--- src/rtl/risc_pipe_pkg.sv ---
// Shared opcodes, forwarding-select encodings and opcode classifiers
// for the ID->IE hazard controller.
package risc_pipe_pkg;

    localparam logic [7:0] NOP     = 8'h00;
    localparam logic [7:0] OP_LOAD = 8'h20;
    localparam logic [7:0] OP_MUL  = 8'h30;
    localparam logic [7:0] OP_DIV  = 8'h31;

    localparam logic [1:0] FWD_RF  = 2'b00;
    localparam logic [1:0] FWD_IE  = 2'b01;
    localparam logic [1:0] FWD_MEM = 2'b10;
    localparam logic [1:0] FWD_WB  = 2'b11;

    function automatic logic is_load(input logic [7:0] op);
        return op == OP_LOAD;
    endfunction

    function automatic logic is_multicycle(input logic [7:0] op);
        return (op == OP_MUL) || (op == OP_DIV);
    endfunction

endpackage

--- src/rtl/pipe_scoreboard.sv ---
// Three-entry destination scoreboard (IE, MEM, WB) with hold and
// insert controls; ports: ins_* new IE entry, src1/src2 lookups, m1/m2 hits.
module pipe_scoreboard #(
    parameter int REG_W = 4
) (
    input  logic             clk,
    input  logic             rst_n,
    input  logic             hold,
    input  logic             ins_vld,
    input  logic [REG_W-1:0] ins_reg,
    input  logic             ins_ld,
    input  logic [REG_W-1:0] src1,
    input  logic [REG_W-1:0] src2,
    output logic [2:0]       m1,
    output logic [2:0]       m2,
    output logic             ie_ld
);

    logic [2:0]       vld_q, vld_d;
    logic [2:0]       ld_q, ld_d;
    logic [REG_W-1:0] reg_q [3];
    logic [REG_W-1:0] reg_d [3];

    // index 0 = IE, 1 = MEM, 2 = WB
    always_comb begin
        vld_d = vld_q;
        ld_d  = ld_q;
        reg_d = reg_q;
        vld_d[2] = vld_q[1];
        ld_d[2]  = ld_q[1];
        reg_d[2] = reg_q[1];
        if (hold) begin
            // IE keeps its multi-cycle op; MEM drains to a bubble
            vld_d[1] = 1'b0;
        end else begin
            vld_d[1] = vld_q[0];
            ld_d[1]  = ld_q[0];
            reg_d[1] = reg_q[0];
            vld_d[0] = ins_vld;
            ld_d[0]  = ins_ld;
            reg_d[0] = ins_reg;
        end
    end

    always_ff @(posedge clk) begin
        if (!rst_n) begin
            vld_q <= '0;
            ld_q  <= '0;
            for (int i = 0; i < 3; i++) reg_q[i] <= '0;
        end else begin
            vld_q <= vld_d;
            ld_q  <= ld_d;
            reg_q <= reg_d;
        end
    end

    // valid entries never carry r0, so r0 cannot hit
    always_comb begin
        for (int i = 0; i < 3; i++) begin
            m1[i] = vld_q[i] && (reg_q[i] == src1);
            m2[i] = vld_q[i] && (reg_q[i] == src2);
        end
    end

    assign ie_ld = ld_q[0];

endmodule

--- src/rtl/pipe_hazard_ctrl.sv ---
// ID->IE hazard controller: stall, bubble, flush and operand forwarding
// from a destination scoreboard, a multi-cycle busy and a flush counter.
module pipe_hazard_ctrl
    import risc_pipe_pkg::*;
#(
    parameter int REG_W        = 4,
    parameter int OP_W         = 8,
    parameter int MC_LAT       = 4,
    parameter int FLUSH_CYCLES = 2
) (
    input  logic             clk,
    input  logic             rst_n,
    input  logic             id_valid,
    input  logic [OP_W-1:0]  id_opcode,
    input  logic [REG_W-1:0] id_src1,
    input  logic             id_src1_used,
    input  logic [REG_W-1:0] id_src2,
    input  logic             id_src2_used,
    input  logic [REG_W-1:0] id_wb_reg,
    input  logic             id_wb_en,
    input  logic             ie_branch_tkn,
    output logic             stall_if,
    output logic             stall_id,
    output logic             bubble_ie,
    output logic             flush_if_id,
    output logic [1:0]       fwd_op1_sel,
    output logic [1:0]       fwd_op2_sel,
    output logic             ie_busy
);

    localparam logic [3:0] MC_INIT = 4'(MC_LAT - 1);
    localparam logic [1:0] FL_INIT = 2'(FLUSH_CYCLES - 1);

    logic [3:0] mc_cnt_q, mc_cnt_d;
    logic [1:0] fl_cnt_q, fl_cnt_d;

    logic [2:0] m1, m2;
    logic       ie_ld;
    logic       busy, br_acc, flush;
    logic       u1, u2, ld_use, stall, issue;
    logic       ins_vld;
    logic [7:0] op8;

    assign op8 = 8'(id_opcode);

    function automatic logic [1:0] fwd_sel(
        input logic       used,
        input logic [2:0] m,
        input logic       ld
    );
        if (!used)     return FWD_RF;
        // load in IE is a stall, not a forward
        if (m[0])      return ld ? FWD_RF : FWD_IE;
        if (m[1])      return FWD_MEM;
        if (m[2])      return FWD_WB;
        return FWD_RF;
    endfunction

    always_comb begin
        busy    = mc_cnt_q != 4'd0;
        // IE holds a MUL/DIV while busy, so no branch can resolve
        br_acc  = ie_branch_tkn & ~busy;
        flush   = br_acc | (fl_cnt_q != 2'd0);
        u1      = id_valid & id_src1_used;
        u2      = id_valid & id_src2_used;
        ld_use  = ie_ld & ((u1 & m1[0]) | (u2 & m2[0]));
        stall   = ~flush & (ld_use | busy);
        issue   = id_valid & ~stall & ~flush;
        ins_vld = issue & id_wb_en & (id_wb_reg != '0);

        mc_cnt_d = mc_cnt_q;
        if (busy)
            mc_cnt_d = mc_cnt_q - 4'd1;
        else if (issue && is_multicycle(op8))
            mc_cnt_d = MC_INIT;

        fl_cnt_d = fl_cnt_q;
        if (br_acc)
            fl_cnt_d = FL_INIT;
        else if (fl_cnt_q != 2'd0)
            fl_cnt_d = fl_cnt_q - 2'd1;
    end

    always_ff @(posedge clk) begin
        if (!rst_n) begin
            mc_cnt_q <= '0;
            fl_cnt_q <= '0;
        end else begin
            mc_cnt_q <= mc_cnt_d;
            fl_cnt_q <= fl_cnt_d;
        end
    end

    pipe_scoreboard #(
        .REG_W (REG_W)
    ) u_sb (
        .clk     (clk),
        .rst_n   (rst_n),
        .hold    (busy),
        .ins_vld (ins_vld),
        .ins_reg (id_wb_reg),
        .ins_ld  (is_load(op8)),
        .src1    (id_src1),
        .src2    (id_src2),
        .m1      (m1),
        .m2      (m2),
        .ie_ld   (ie_ld)
    );

    // everything reads as zero while reset is held
    always_comb begin
        stall_if    = rst_n & stall;
        stall_id    = rst_n & stall;
        bubble_ie   = rst_n & (flush | ld_use | busy);
        flush_if_id = rst_n & flush;
        ie_busy     = rst_n & busy;
        fwd_op1_sel = rst_n ? fwd_sel(u1, m1, ie_ld) : FWD_RF;
        fwd_op2_sel = rst_n ? fwd_sel(u2, m2, ie_ld) : FWD_RF;
    end

endmodule

--- config.mk ---
export PLATFORM = sky130hd
export DESIGN_NAME = pipe_hazard_ctrl
export DESIGN_NICKNAME = d
export VERILOG_FILES = /design/src/rtl/risc_pipe_pkg.sv /design/src/rtl/pipe_scoreboard.sv /design/src/rtl/pipe_hazard_ctrl.sv
export SDC_FILE = /design/constraint.sdc
export NUM_CORES = 1
export LEC_CHECK = 0
export ABC_CLOCK_PERIOD_IN_PS = 1900
export BUFFER_PORTS_ARGS = -buffer_cell sky130_fd_sc_hd__buf_2
export CAP_MARGIN = 20
export CELL_PAD_IN_SITES_DETAIL_PLACEMENT = 0
export CELL_PAD_IN_SITES_GLOBAL_PLACEMENT = 2
export CORE_ASPECT_RATIO = 1.25
export CORE_MARGIN = 2
export CORE_UTILIZATION = 30
export CTS_CLUSTER_DIAMETER = 120
export DETAILED_ROUTE_END_ITERATION = 6
export GPL_TIMING_DRIVEN = 1
export HOLD_SLACK_MARGIN = 0.08
export PLACE_DENSITY = 0.87
export SKIP_LAST_GASP = 1
export SYNTH_ARGS = -nofsm -noshare
export SYNTH_HDL_FRONTEND = slang
export SYNTH_SLANG_ARGS = --single-unit
export TNS_END_PERCENT = 30
--- constraint.sdc ---
create_clock -name clk -period 1.9 [get_ports clk]
set_input_delay 0.095 -clock clk [delete_from_list [all_inputs] [get_ports clk]]
set_output_delay 0.095 -clock clk [all_outputs]
set_load 0.02 [all_outputs]
* After elaboration in Yosys (flattened, before gate mapping)
Index checks and enable logic that the tools add are counted.
** Operators by class
- Reduce and logical (&&, ||, !) cells :: 15
- Eq/ne operators :: 9
- Mux-type cells :: 41
- Bitwise gates (word level) :: 24
- Add/subtract/negate cells :: 2
** Operator list (number)
- 2-bit 2-to-1 mux :: 18
- 4-bit == test :: 6
- 8-bit by 6-bit == test with 1-bit output, second input constant :: 3
- 1-bit 2-to-1 mux :: 21
- 1-bit bitwise AND :: 15
- 4-bit 2-to-1 mux :: 2
- 4-bit nonzero test :: 2
- 1-bit logical AND :: 7
- 2-bit nonzero test :: 3
- 1-bit bitwise OR :: 5
- 1-bit inverter :: 4
- 2-bit OR reduction :: 2
- 4-bit by 1-bit subtractor with 4-bit output, second input constant :: 1
- 2-bit by 1-bit subtractor with 2-bit output, second input constant :: 1
- 1-bit logical OR :: 1
** Word-level totals
- Word-level logic and storage cells :: 101
- Output and inout port bits :: 9
- Bits of input ports :: 27
- Flip-flop bits (word level) :: 22

* Longest topological paths before layout
Gate-level depths: netlist of the first run.
- Depth after elaboration :: 14
- Depth in mapped cells :: 6
- Gate-level depth less buffers :: 6

* Hierarchy
A second synthesis of the first run with hierarchy kept.
** Second synthesis, totals
- Cells, all modules :: 148
- Area, all modules :: 1316.3 sq um
** By module, submodules not included
- pipe_scoreboard :: sequential area each 320.3 sq um, instances 1, area an instance 844.6 sq um, cells an instance 81
- pipe_hazard_ctrl :: sequential area each 120.1 sq um, instances 1, area an instance 471.7 sq um, cells an instance 67

* Worst setup path after synthesis of the first run
OpenSTA, ideal clock, no wires.
- Kind :: register to output
- Start :: reg u_sb.reg_q[10] (netlist name)
- End :: out stall_if
- Stages on the path, launching flop included :: 7
- Slack :: 0.095 ns
- Arrival time :: 1.710 ns
- Data required time :: 1.805 ns
- Buffers on the path :: 1
- Cells stage by stage :: dfxtp_1 > xor2_1 > nor4_2 > a32o_2 > nand2b_1 > a21oi_1 > buf_4
** On the way
- Cells in the longest elaborated chain, start to end :: 8
- Elaborated cells between the ends (all ways) :: 11
- Those cells by class :: 2 x eq/ne; 7 x bitwise; 2 x reduce/logical
** RTL lines
- start: declaration :: RTL line pipe_scoreboard.sv:21 : logic [REG_W-1:0] reg_q [3];
- start signal: assignment :: RTL line pipe_scoreboard.sv:53 : reg_q <= reg_d;
- 4-bit == test (on tied branches) :: RTL line pipe_scoreboard.sv:60, pipe_scoreboard.sv:61
- 1-bit logical AND (on tied branches) :: RTL line pipe_scoreboard.sv:60, pipe_scoreboard.sv:61
- 1-bit bitwise AND :: RTL line pipe_hazard_ctrl.sv:66 : ld_use = ie_ld & ((u1 & m1[0]) | (u2 & m2[0]));
- 1-bit bitwise OR (*) :: RTL line pipe_hazard_ctrl.sv:66
- 1-bit bitwise AND (*) :: RTL line pipe_hazard_ctrl.sv:66
- 1-bit bitwise OR (*) :: RTL line pipe_hazard_ctrl.sv:67 : stall = ~flush & (ld_use | busy);
- 1-bit bitwise AND (*) :: RTL line pipe_hazard_ctrl.sv:67
- 1-bit bitwise AND (*)
- end: declaration :: RTL line pipe_hazard_ctrl.sv:22 : output logic stall_if,
Every way passes the cells marked *; elsewhere a longest branch is shown, timed or not.

* Worst setup path after layout of the first run
- Start :: reg u_sb.reg_q[10] (netlist name)
- End :: out stall_if
** On the way
- Cells in the longest elaborated chain, start to end :: 8
- Elaborated cells between the ends (all ways) :: 11
- Those cells by class :: 2 x eq/ne; 7 x bitwise; 2 x reduce/logical
** RTL lines
- 4-bit == test (on tied branches) :: RTL line pipe_scoreboard.sv:60, pipe_scoreboard.sv:61
- 1-bit logical AND (on tied branches) :: RTL line pipe_scoreboard.sv:60, pipe_scoreboard.sv:61
- 1-bit bitwise AND :: RTL line pipe_hazard_ctrl.sv:66
- 1-bit bitwise OR (*) :: RTL line pipe_hazard_ctrl.sv:66
- 1-bit bitwise AND (*) :: RTL line pipe_hazard_ctrl.sv:66
- 1-bit bitwise OR (*) :: RTL line pipe_hazard_ctrl.sv:67
- 1-bit bitwise AND (*) :: RTL line pipe_hazard_ctrl.sv:67
- 1-bit bitwise AND (*) :: RTL line pipe_hazard_ctrl.sv:112 : stall_if = rst_n & stall;
Marked as above.

==> results of run 1 <==
## registers in the layout, summed over array words and instances, names as in the netlist
register / flops
u_sb.reg_q: 8
mc_cnt_q: 4
u_sb.reg_d: 4
u_sb.vld_q: 3
fl_cnt_q: 2
u_sb.ld_q: 1
## what timing repair did
item | 4_1_cts | 5_1_grt
gates resized for setup | 6 | 5
hold endpoints to repair | 4 | 0
setup buffers | 1 | 0
setup endpoints to repair | 5 | 6
pin swaps | 4 | 4
hold buffers | 4 | 0
## per-layer routing
metal / wire length, µm / global-route usage [%] / share of wire, % / vias to the layer above
met3: 109 / 2.17 / 3.5 / 2
met4: 24 / 4.89 / 0.77 / 0
met2: 1630 / 24.6 / 52 / 21
met5: 0 / 0 / 0 / -
met1: 1360 / 15.6 / 44 / 536
li1: - / - / - / 599
## cell usage in the layout, fill, tap and decap left out, types with 2 or more instances in the layout
cell type,instances
nor3_1,4
dlygate4sd3_1,4
nor4_2,4
a21oi_1,2
buf_4,7
ha_1,2
buf_2,31
clkbuf_8,3
xnor2_1,4
a31oi_1,2
xor2_1,22
dfxtp_1,18
and3_1,3
nor4_1,2
or2_0,2
dfxtp_2,4
nand2b_1,2
nor3b_1,2
a21boi_1,10
mux2i_1,2
inv_1,5
nand3_1,8
and2_1,7
nor2b_1,2
nand2_1,27
## final cells by class
cell class,instances,share of cell area [%]
multi-input cells,121,49.3
flip-flops and latches,22,26.4
repair buffers,42,14.7
well taps,56,4.16
clock buffers,3,2.45
clock inverters,1,1.78
inverters,5,1.11
## worst register-to-register path: cells and delay by family, from the launching register on
family,cells,cell delay (ns)
AOI/OAI and AO/OA,2,0.63
DFF,1,0.35
muxes,1,0.21
and+or+nand+nor,2,0.37
## where the power goes
| part | switching [mW] | leakage (nW) | internal, mW |
|---|---|---|---|
| logic | 0.519 | 0.531 | 0.381 |
| registers | 0.109 | 0.181 | 0.577 |
| clock network | 0.160 | 0.0357 | 0.281 |
| total | 0.787 | 0.747 | 1.24 |
## path summary, 6_finish.rpt
kind	start	to	slack [ns]	cells after the start
max	u_sb.reg_q[10]	stall_if	0.008	6
min	ie_branch_tkn	fl_cnt_q[0]	0.18	3
max reg2reg	u_sb.vld_q[0]	mc_cnt_q[1]	0.28	5
min reg2reg	mc_cnt_q[1]	mc_cnt_q[1]	0.48	2
## per-stage QoR
| step | power [mW] | setup TNS, ns | instance area [µm²] | setup slack [ns] |
|---|---|---|---|---|
| floorplan | 1.32 | 0 | 1310 | 0.0946 |
| global placement | 1.51 | 0 | 1530 | 0.257 |
| detailed placement | 1.55 | 0 | 1530 | 0.228 |
| CTS | 2.03 | 0 | 1670 | 0.00329 |
| global route | 2.18 | -0.575 | 1680 | -0.117 |
| finish | 2.03 | 0 | 1680 | 0.00816 |
## cells by family after synthesis
group	after synthesis
and+or+nand+nor	70
buffers and inverters	11
muxes	2
adders and majority gates	2
AOI/OAI and AO/OA	21
xor gates and xnor gates	26
DFF	22
==> summary.md, run 1 <==
| Metric | Value |
|---|---|
| Status | `finished, final reports clean` |
| CTS tree | `done` |
| Fill cells | `425` |
| Cell taking the most area after synthesis | `dfxtp_1` |
| Input/output buffers | `35` |
| Post-route insts no fill | `250` |
| Buf/Inv on CP | `1` |
| Post-synth ARST share | `0%` |
| Initial Util | `between 30% and 40%` |
| Die H | `between 70 and 80 µm` |
| Most instantiated cells after synthesis | `nand2_1, dfxtp_1, xor2_1, a21boi_1, nand3_1` |
| Initial DRC count | `22` |
| CTS max path bufs | `2` |
| Clock Root Buffer | `clkbuf_8` |
| Final WL | `~3100 µm` |
| F_max | `about 0.53 GHz` |
| Skew-Pair Late Insertion Delay | `between 0.2 and 0.3 ns` |
| Worst-Margin Slew | `roughly 0.4 ns` |
| XOR/XNOR share of the synthesized area | `17.4%` |
| Area of the multi-input gates | `approximately 830 µm²` |
| Slew Viols, Final | `0` |
| Max transition margin | `73.0%` |
| Slowest-stage cell, CP | `dfxtp_2` |
| Clk_skew | `roughly 0.0043 ns` |
| CP startpoint kind | `flop` |
| Critical Path AT | `1.80 ns` |
| Number of CTS-inserted buffers | `3` |
| Fin crit share | `between 90% and 100%` |
| Mapped Avg Cell Area | `roughly 8.5 µm²` |
| Synth Area in Simple Gates | `between 20% and 30%` |
| Worst Path Required | `approximately 1.8 ns` |
| Max-cap viol count | `0` |
| Avg WL per Cell | `12.5 µm` |
| Die ar. | `4920 µm²` |
| GRT overflow | `0` |
| Placer Congestion | `0.788` |
| Fin crit period | `around 1.9 ns` |
| First-pass GRT wire length | `5300 µm` |
| Power density cells | `around 1200 nW/µm²` |
| Worst hold slack | `between 0.15 and 0.2 ns` |
| Pleak | `between 0.7 and 0.8 nW` |
| Fin util | `just over 40%` |
| Hold Crit Class | `in2reg` |
| Most area-consuming cells after synthesis | `dfxtp_1, xor2_1, nand2_1, a21boi_1, and2_1` |
| Yosys cell types | `37` |
| Mapped Cells | `~150` |
| Final ANT Viol Nets | `0` |
| Number of synthesized flops with an enable pin | `0` |
| Std-Cell Rows | `26` |
| DRC errors left | `0` |
| Area Growth Syn to Fin | `28.4%` |
| GRT Util Overall | `13.5%` |
| Cell area after synthesis | `~1300 µm²` |
| Vias in the first global route | `about 1,200` |
| Clk sinks | `22` |
| Final setup vio count | `0` |
| Core Area | `just over 4000 µm²` |
| Antenna diodes | `0` |
| Initial antenna violation count | `0` |
| Count leader, synth | `nand2_1` |
| Worst Path Max Fanout | `4` |
| Post-synthesis compound-gate area fraction | `between 10% and 20%` |
| Main combinational cell family by area after synthesis | `simple AND/OR/NAND/NOR gates` |
| Net count after synthesis | `183` |
| DR vias | `between 1,000 and 1,500` |
| Clk slew on worst S/H paths | `roughly 0.090 ns` |
| Layout cell share with drive strength beyond 1 | `29.9%` |
| Flops & latches, synth | `22` |
| Register Area | `approximately 450 µm²` |
| Ys Warns | `0` |
| Top Family by Delay on Critical Path | `compound AO/OA/AOI/OAI gates` |
| IO Count | `36` |
| Critical path class | `reg2out` |
| Die width | `approximately 63 µm` |
| Synth top area share | `approximately a third` |
| Pre-antenna DRT Iters | `4` |
| Post-Synth Adder-Cell Area | `between 1.5 and 2%` |
| RSZ-0062 raised after global routing | `true` |
| Setup crit end kind | `primary output` |
| Mux contribution to synthesized area | `between 1.5 and 2%` |
| Sequential-to-total area share from yosys stat | `33.6%` |
| Final hold violation count | `0` |
| Slowest stage delay, CP | `0.35 ns` |
| Final nets | `~220` |
| Main synth FF type | `dfxtp_1` |
| Largest net degree at the start of global routing | `18` |
| CTS H-tree depth | `1` |
| Placed cell count | `241` |
| Crit-path cells | `xor2_1 > nor4_2 > a32o_2 > nand2b_1 > a21oi_2 > buf_4` |
| VDD IR max | `between 800 and 900 µV` |
| Vias per Instance | `approximately 4.6` |
| Dpl hpwl | `roughly 2500 µm` |
(Power assumes the default switching activity.)
==> inputs of run 2 (changes only) <==
--- a/config.mk
+++ b/config.mk
@@ -5,19 +5,19 @@
 export SDC_FILE = /design/constraint.sdc
 export NUM_CORES = 1
 export LEC_CHECK = 0
-export ABC_CLOCK_PERIOD_IN_PS = 1900
+export ABC_CLOCK_PERIOD_IN_PS = 2310
 export BUFFER_PORTS_ARGS = -buffer_cell sky130_fd_sc_hd__buf_2
 export CAP_MARGIN = 20
 export CELL_PAD_IN_SITES_DETAIL_PLACEMENT = 0
 export CELL_PAD_IN_SITES_GLOBAL_PLACEMENT = 2
 export CORE_ASPECT_RATIO = 1.25
 export CORE_MARGIN = 2
-export CORE_UTILIZATION = 30
+export CORE_UTILIZATION = 32
 export CTS_CLUSTER_DIAMETER = 120
 export DETAILED_ROUTE_END_ITERATION = 6
 export GPL_TIMING_DRIVEN = 1
 export HOLD_SLACK_MARGIN = 0.08
-export PLACE_DENSITY = 0.87
+export PLACE_DENSITY = 0.92
 export SKIP_LAST_GASP = 1
 export SYNTH_ARGS = -nofsm -noshare
 export SYNTH_HDL_FRONTEND = slang
==> constraint.sdc (replaced) <==
create_clock -name clk -period 2.31 [get_ports clk]
set_input_delay 0.1155 -clock clk [delete_from_list [all_inputs] [get_ports clk]]
set_output_delay 0.1155 -clock clk [all_outputs]
set_load 0.02 [all_outputs]
==> run 2 against run 1 <==
- total power fell by 21%
- core utilization fell by 1.0 points
- critical endpoint is now bubble_ie
- register-to-register slack improved by 0.38 ns
- clock skew rose by 0.0049 ns
- combinational power fell by 25%
- global-route usage rose by 0.41 points
- non-clock buffer count fell by 7
- final area fell by 5.6%
- via count fell by 2.8%
- hold slack got worse by 0.091 ns
- sequential cell count did not move
- clock-buffer cell count did not move
==> summary.md, run 2 (synthesized netlist as in run 1, its figures left out) <==
| Metric | Value |
|---|---|
| First-pass GRT wire length | `4780 µm (-9.8%)` |
| Cell depth of the worst flop-to-flop path | `5 (unchanged)` |
| Clk_skew | `0.00927 ns (+0.00494 ns)` |
| VDD IR max | `434 µV (-49%)` |
| Terminus of the critical flop-to-flop path | `mc_cnt_q[1]` |
| Dpl hpwl | `2240 µm (-9.8%)` |
| Fin crit share | `a little under nine tenths` |
| FF-to-FF Start | `u_sb.reg_q[10]` |
| Hold Buf Count CTS | `0 (-4)` |
| Worst Path Max Fanout | `4 (unchanged)` |
| Initial antenna violation count | `0 (unchanged)` |
| Final nets | `217 (-3.1%)` |
| Hold path cells | `3 (unchanged)` |
| Post-CTS Setup Bufs | `0 (-1)` |
| CTS max path bufs | `2 (unchanged)` |
| Die H | `75.6 µm (-3.0%)` |
| Hold worst-path end | `u_sb.reg_q[8]` |
| GRT overflow | `0 (unchanged)` |
| Worst-Margin Slew | `0.468 ns (+0.0674 ns)` |
| Post-route insts no fill | `243 (-2.8%)` |
| Clk slew on worst S/H paths | `0.09 ns (about the same)` |
| Hold Crit Class | `in2reg` |
| DR vias | `1,126 (-2.8%)` |
| Power density cells | `1010 nW/µm² (-16%)` |
| Critical Path AT | `1.87 ns (+0.07 ns)` |
| Max transition margin | `68.5% (-4.5 points)` |
| Clk pwr share | `23.0% (+1.2 points)` |
| CTS H-tree depth | `1 (unchanged)` |
| Clock Root Buffer | `clkbuf_8` |
| Clk sinks | `22 (unchanged)` |
| Slew Viols, Final | `0 (unchanged)` |
| IO Count | `36 (unchanged)` |
| Fill cells | `438 (+3.1%)` |
| Final hold violation count | `0 (unchanged)` |
| Status | `finished, final reports clean` |
| CTS tree | `done` |
| Placed cell count | `239 (-0.83%)` |
| Initial Util | `32.8% (+1.0 points)` |
| Final setup vio count | `0 (unchanged)` |
| Number of CTS-inserted buffers | `3 (unchanged)` |
| Die width | `61.3 µm (-3.0%)` |
| Die ar. | `4630 µm² (-5.9%)` |
| Layout cell share with drive strength beyond 1 | `25.7% (-4.2 points)` |
| Max reg flops | `8 (unchanged)` |
| Hold path startpoint | `id_wb_reg[0]` |
| Post-CTS Resized | `0 (-6)` |
| CP startpoint kind | `flop` |
| R2R Setup Slk | `0.66 ns (+0.38 ns)` |
| DRC errors left | `0 (unchanged)` |
| Vias in the first global route | `1,062 (-9.8%)` |
| Setup crit end kind | `primary output` |
| F_max | `0.505 GHz` |
| Area Growth Syn to Fin | `21.3%` |
| Worst Path Required | `2.19 ns (+0.39 ns)` |
| Biggest register | `u_sb.reg_q` |
| Final ANT Viol Nets | `0 (unchanged)` |
| Total negative slack | `0 ns (unchanged)` |
| Antenna diodes | `0 (unchanged)` |
| Placer Congestion | `0.738 (-6.3%)` |
| Most common cell after layout, fill and taps aside | `buf_2` |
| Vias per Instance | `4.63 (about the same)` |
| Fin crit period | `1.98 ns` |
| Psw | `0.623 mW (-21%)` |
| Core Area | `4000 µm² (-3.1%)` |
| Largest net degree at the start of global routing | `30 (+12)` |
| Pleak | `0.714 nW (-4.4%)` |
| Sequential Power Share | `34.9% (+1.1 points)` |
| RSZ-0062 raised after global routing | `false` |
| Final WL | `2930 µm (-6.2%)` |
| Combinational share of power | `42.1% (-2.3 points)` |
| Internal power | `0.977 mW (-21%)` |
| Most frequent cells in the layout | `buf_2, nand2_1, xor2_1, dfxtp_1, a21boi_1` |
| Critical path class | `reg2out` |
| Max-cap viol count | `0 (unchanged)` |
| Initial DRC count | `32 (+45%)` |
| Skew-Pair Late Insertion Delay | `0.27 ns (about the same)` |
| GRT Util Overall | `13.9% (+0.41 points)` |
| Input/output buffers | `35 (unchanged)` |
| Pre-antenna DRT Iters | `4 (unchanged)` |
| Avg WL per Cell | `12.1 µm (-3.5%)` |
| Switching Share | `38.9% (+0.11 points)` |
| Std-Cell Rows | `26 (unchanged)` |
[run 2: cell count changes in the layout (fill, tap and decap cells not counted)]
cell	previous run	this run
dfxtp_1	18	22
dlygate4sd3_1	4	0
buf_4	7	0
nor4_2	4	2
nor4_1	2	4
dfxtp_2	4	0
a21oi_2	1	0
a21oi_1	2	3
buf_2	31	35
[run 2: metrics by stage]
step | worst slack, ns | hold WS, ns | instance area, µm² | utilization, % | total power, mW
floorplan | 0.484 | 0.250 | 1310 | - | 1.09
global placement | 0.592 | 0.373 | 1520 | 38.0 | 1.25
detailed placement | 0.651 | 0.377 | 1520 | 38.0 | 1.25
CTS | 0.326 | 0.0862 | 1590 | 39.7 | 1.62
global route | 0.165 | 0.0941 | 1590 | 39.7 | 1.73
finish | 0.328 | 0.0855 | 1590 | 39.7 | 1.60
[run 2: worst max-delay path by stage]
stage                               from        end  slack, ns
after floorplan           u_sb.reg_q[10]   stall_if       0.48
after global placement     u_sb.reg_q[8]  bubble_ie       0.59
after detailed placement  u_sb.reg_q[10]   stall_if       0.65
after CTS                 u_sb.reg_q[10]   stall_if       0.33
after global routing       u_sb.reg_q[9]  bubble_ie       0.17
final                     u_sb.reg_q[10]  bubble_ie       0.33
[run 2: critical path, stage by stage, from the launching register on]
cell     delay, ns
dfxtp_1       0.42
xor2_1        0.19
nor4_2        0.08
a32o_2        0.30
nor4_1        0.34
nor2b_1       0.09
buf_2         0.17
[run 2: routing by layer]
| metal | GRT usage, % | wire [µm] |
|---|---|---|
| met2 | 22.9 | 1390 |
| met3 | 1.70 | 104 |
| met4 | 6.52 | 44 |
| met5 | 0 | 0 |
| met1 | 17.7 | 1390 |
[run 2: final cells by class]
type                       instances  area [µm²]  area share (%)
timing repair buffer              35         175            11.0
clock inverter                     1        30.0            1.89
tap                               56        70.1            4.41
multi-input combinational        121         815            51.2
sequential                        22         440            27.7
clock buffer                       3        41.3            2.60
inverter                           5        18.8            1.18
[run 2: power by group through the flow]
stage               logic, mW  registers, mW  clock network, mW
detailed placement      0.682          0.567                  0
CTS                     0.688          0.558              0.372
floorplan               0.541          0.549                  0
finish                  0.673          0.558              0.369
global placement        0.680          0.565                  0
global route            0.770          0.573              0.388
==> inputs of run 3 (changes only) <==
--- a/config.mk
+++ b/config.mk
@@ -12,12 +12,13 @@
 export CELL_PAD_IN_SITES_GLOBAL_PLACEMENT = 2
 export CORE_ASPECT_RATIO = 1.25
 export CORE_MARGIN = 2
-export CORE_UTILIZATION = 32
+export CORE_UTILIZATION = 33
+export CTS_BUF_LIST = sky130_fd_sc_hd__clkbuf_4
 export CTS_CLUSTER_DIAMETER = 120
 export DETAILED_ROUTE_END_ITERATION = 6
 export GPL_TIMING_DRIVEN = 1
 export HOLD_SLACK_MARGIN = 0.08
-export PLACE_DENSITY = 0.92
+export PLACE_DENSITY = 0.94
 export SKIP_LAST_GASP = 1
 export SYNTH_ARGS = -nofsm -noshare
 export SYNTH_HDL_FRONTEND = slang
==> run 3 against run 2 <==
- non-clock buffer count is 4 higher
- via count is 3.4% higher
- die area is 2.9% lower
- fmax is 2.6% lower
- sequential cell count stayed put
- clock skew is 0.0079 ns lower
- clock power is 53% lower
- global-route usage is 0.18 points lower
- register-to-register slack worse by 0.04 ns
- critical path type unchanged
- largest cell class unchanged
- largest power group unchanged
==> summary.md, run 3 (synthesized netlist as in run 1, its figures left out) <==
| Metric | Value |
|---|---|
| Placed cell count | `237 (-0.84%)` |
| Slowest-stage cell, CP | `dfxtp_1` |
| RSZ-0062 raised after global routing | `false` |
| Area of the multi-input gates | `815 µm² (unchanged)` |
| Status | `finished, final reports clean` |
| Vias per Instance | `4.77 (+3.0%)` |
| Slew Viols, Final | `0 (unchanged)` |
| Antenna diodes | `0 (unchanged)` |
| Max-cap viol count | `0 (unchanged)` |
| Post-route insts no fill | `244 (+0.41%)` |
| VDD IR max | `535 µV (+23%)` |
| Die H | `74.5 µm (-1.4%)` |
| Final nets | `221 (+1.8%)` |
| Post-CTS Setup Bufs | `0 (unchanged)` |
| Initial DRC count | `33 (+3.1%)` |
| Vias in the first global route | `1,099 (+3.5%)` |
| Slowest stage delay, CP | `0.43 ns (about the same)` |
| Fin crit period | `2.03 ns (+0.0524 ns)` |
| Pre-antenna DRT Iters | `4 (unchanged)` |
| Largest net degree at the start of global routing | `30 (unchanged)` |
| Core Area | `3780 µm² (-5.4%)` |
| Final hold violation count | `0 (unchanged)` |
| Power density cells | `895 nW/µm² (-11%)` |
| Most frequent cells in the layout | `buf_2, nand2_1, xor2_1, dfxtp_1, a21boi_1` |
| Area Growth Syn to Fin | `20.4%` |
| Die ar. | `4500 µm² (-2.9%)` |
| GRT overflow | `0 (unchanged)` |
| Total negative slack | `0 ns (unchanged)` |
| Fin crit share | `88.0% (+2.3 points)` |
| Die width | `60.4 µm (-1.4%)` |
| GRT Util Overall | `13.7% (-0.18 points)` |
| CTS max path bufs | `2 (unchanged)` |
| Fill cells | `400 (-8.7%)` |
| IO Count | `36 (unchanged)` |
| Register Area | `440 µm² (unchanged)` |
| Final ANT Viol Nets | `0 (unchanged)` |
| Clock Root Buffer | `clkbuf_4` |
| Input/output buffers | `35 (unchanged)` |
| Initial Util | `34.6% (+1.9 points)` |
| Skew-Pair Late Insertion Delay | `0.31 ns (+0.04 ns)` |
| F_max | `0.492 GHz (-2.6%)` |
| CP startpoint kind | `flop` |
| Final setup vio count | `0 (unchanged)` |
| Worst-Margin Slew | `0.460 ns (-0.00804 ns)` |
| Pleak | `0.709 nW (-0.73%)` |
| CTS tree | `done` |
| Std-Cell Rows | `25 (-3.8%)` |
| Setup crit end kind | `primary output` |
| DRC errors left | `0 (unchanged)` |
| Clk slew on worst S/H paths | `0.11 ns (+0.02 ns)` |
| Worst Path Required | `2.19 ns (about the same)` |
| Critical path class | `reg2out` |
| Crit-path cells | `xor2_1 > nor4_2 > a32o_2 > nor4_1 > nor2b_1 > buf_2` |
| Clk sinks | `22 (unchanged)` |
| Biggest register | `u_sb.reg_q` |
| Avg WL per Cell | `12.2 µm (+0.85%)` |
| Number of CTS-inserted buffers | `3 (unchanged)` |
| Dpl hpwl | `2390 µm (+6.7%)` |
| Layout cell share with drive strength beyond 1 | `24.7% (-0.93 points)` |
| Initial antenna violation count | `0 (unchanged)` |
| Worst Path Max Fanout | `4 (unchanged)` |
| Final WL | `2970 µm (+1.3%)` |
| First-pass GRT wire length | `4630 µm (-3.2%)` |
| Max transition margin | `69.0% (+0.54 points)` |
| Placer Congestion | `0.746 (+1.0%)` |
| Max reg flops | `8 (unchanged)` |
| Hold Crit Class | `in2reg` |
| Critical Path AT | `1.92 ns (+0.05 ns)` |
| Most common cell after layout, fill and taps aside | `buf_2` |
| Clk_skew | `0.00141 ns (-0.00787 ns)` |
| DR vias | `1,164 (+3.4%)` |
| CTS H-tree depth | `1 (unchanged)` |
run 3: report_power, final:
part	switching (mW)	total [mW]	leakage, nW	internal [mW]
registers	0.0888	0.558	0.180	0.470
clock network	0.113	0.174	0.0138	0.0610
logic	0.401	0.681	0.516	0.280
total	0.603	1.41	0.709	0.811
run 3: worst paths after layout:
path	startpoint	end	slack [ns]	depth (start not counted)
worst min register to register	mc_cnt_q[1]	mc_cnt_q[1]	0.50	2
worst max register to register	u_sb.reg_q[8]	mc_cnt_q[1]	0.62	5
worst min-delay path	ie_branch_tkn	fl_cnt_q[0]	0.15	3
worst max-delay path	u_sb.reg_q[8]	bubble_ie	0.28	6
run 3: final cells by class:
type | count | area share (%)
clock buffers | 3 | 1.43
multi-input cells | 121 | 51.6
repair buffers | 39 | 13.6
flip-flops and latches | 22 | 27.9
well taps | 54 | 4.28
inverters | 5 | 1.19
run 3: layer usage:
layer | track usage, % | vias up | wire, µm
li1 | - | 595 | -
met1 | 16.0 | 539 | 1280
met2 | 24.8 | 25 | 1540
met3 | 2.43 | 5 | 114
met4 | 4.44 | 0 | 38
met5 | 0 | - | 0
run 3: repair_timing:
item                                   in CTS  in global routing
endpoints found under the hold margin       4                  0
hold buffers                                4                  0
resized for setup                           0                  0
run 3: worst max-delay path, delay by kind of cell, from the launching register on:
kind | cells | cell delay, ns
flops | 1 | 0.43
simple gates | 3 | 0.51
xor+xnor | 1 | 0.20
buf+inv | 1 | 0.17
compound gates | 1 | 0.29
run 3: per-stage QoR:
stage	power (mW)	cell area [µm²]	utilization [%]	setup slack (ns)	hold WS, ns
global route	1.53	1580	41.7	0.109	0.156
detailed placement	1.26	1520	40.1	0.593	0.376
floorplan	1.09	1310	-	0.484	0.250
CTS	1.43	1580	41.7	0.228	0.139
finish	1.41	1580	41.7	0.276	0.146
global placement	1.22	1520	40.1	0.627	0.378
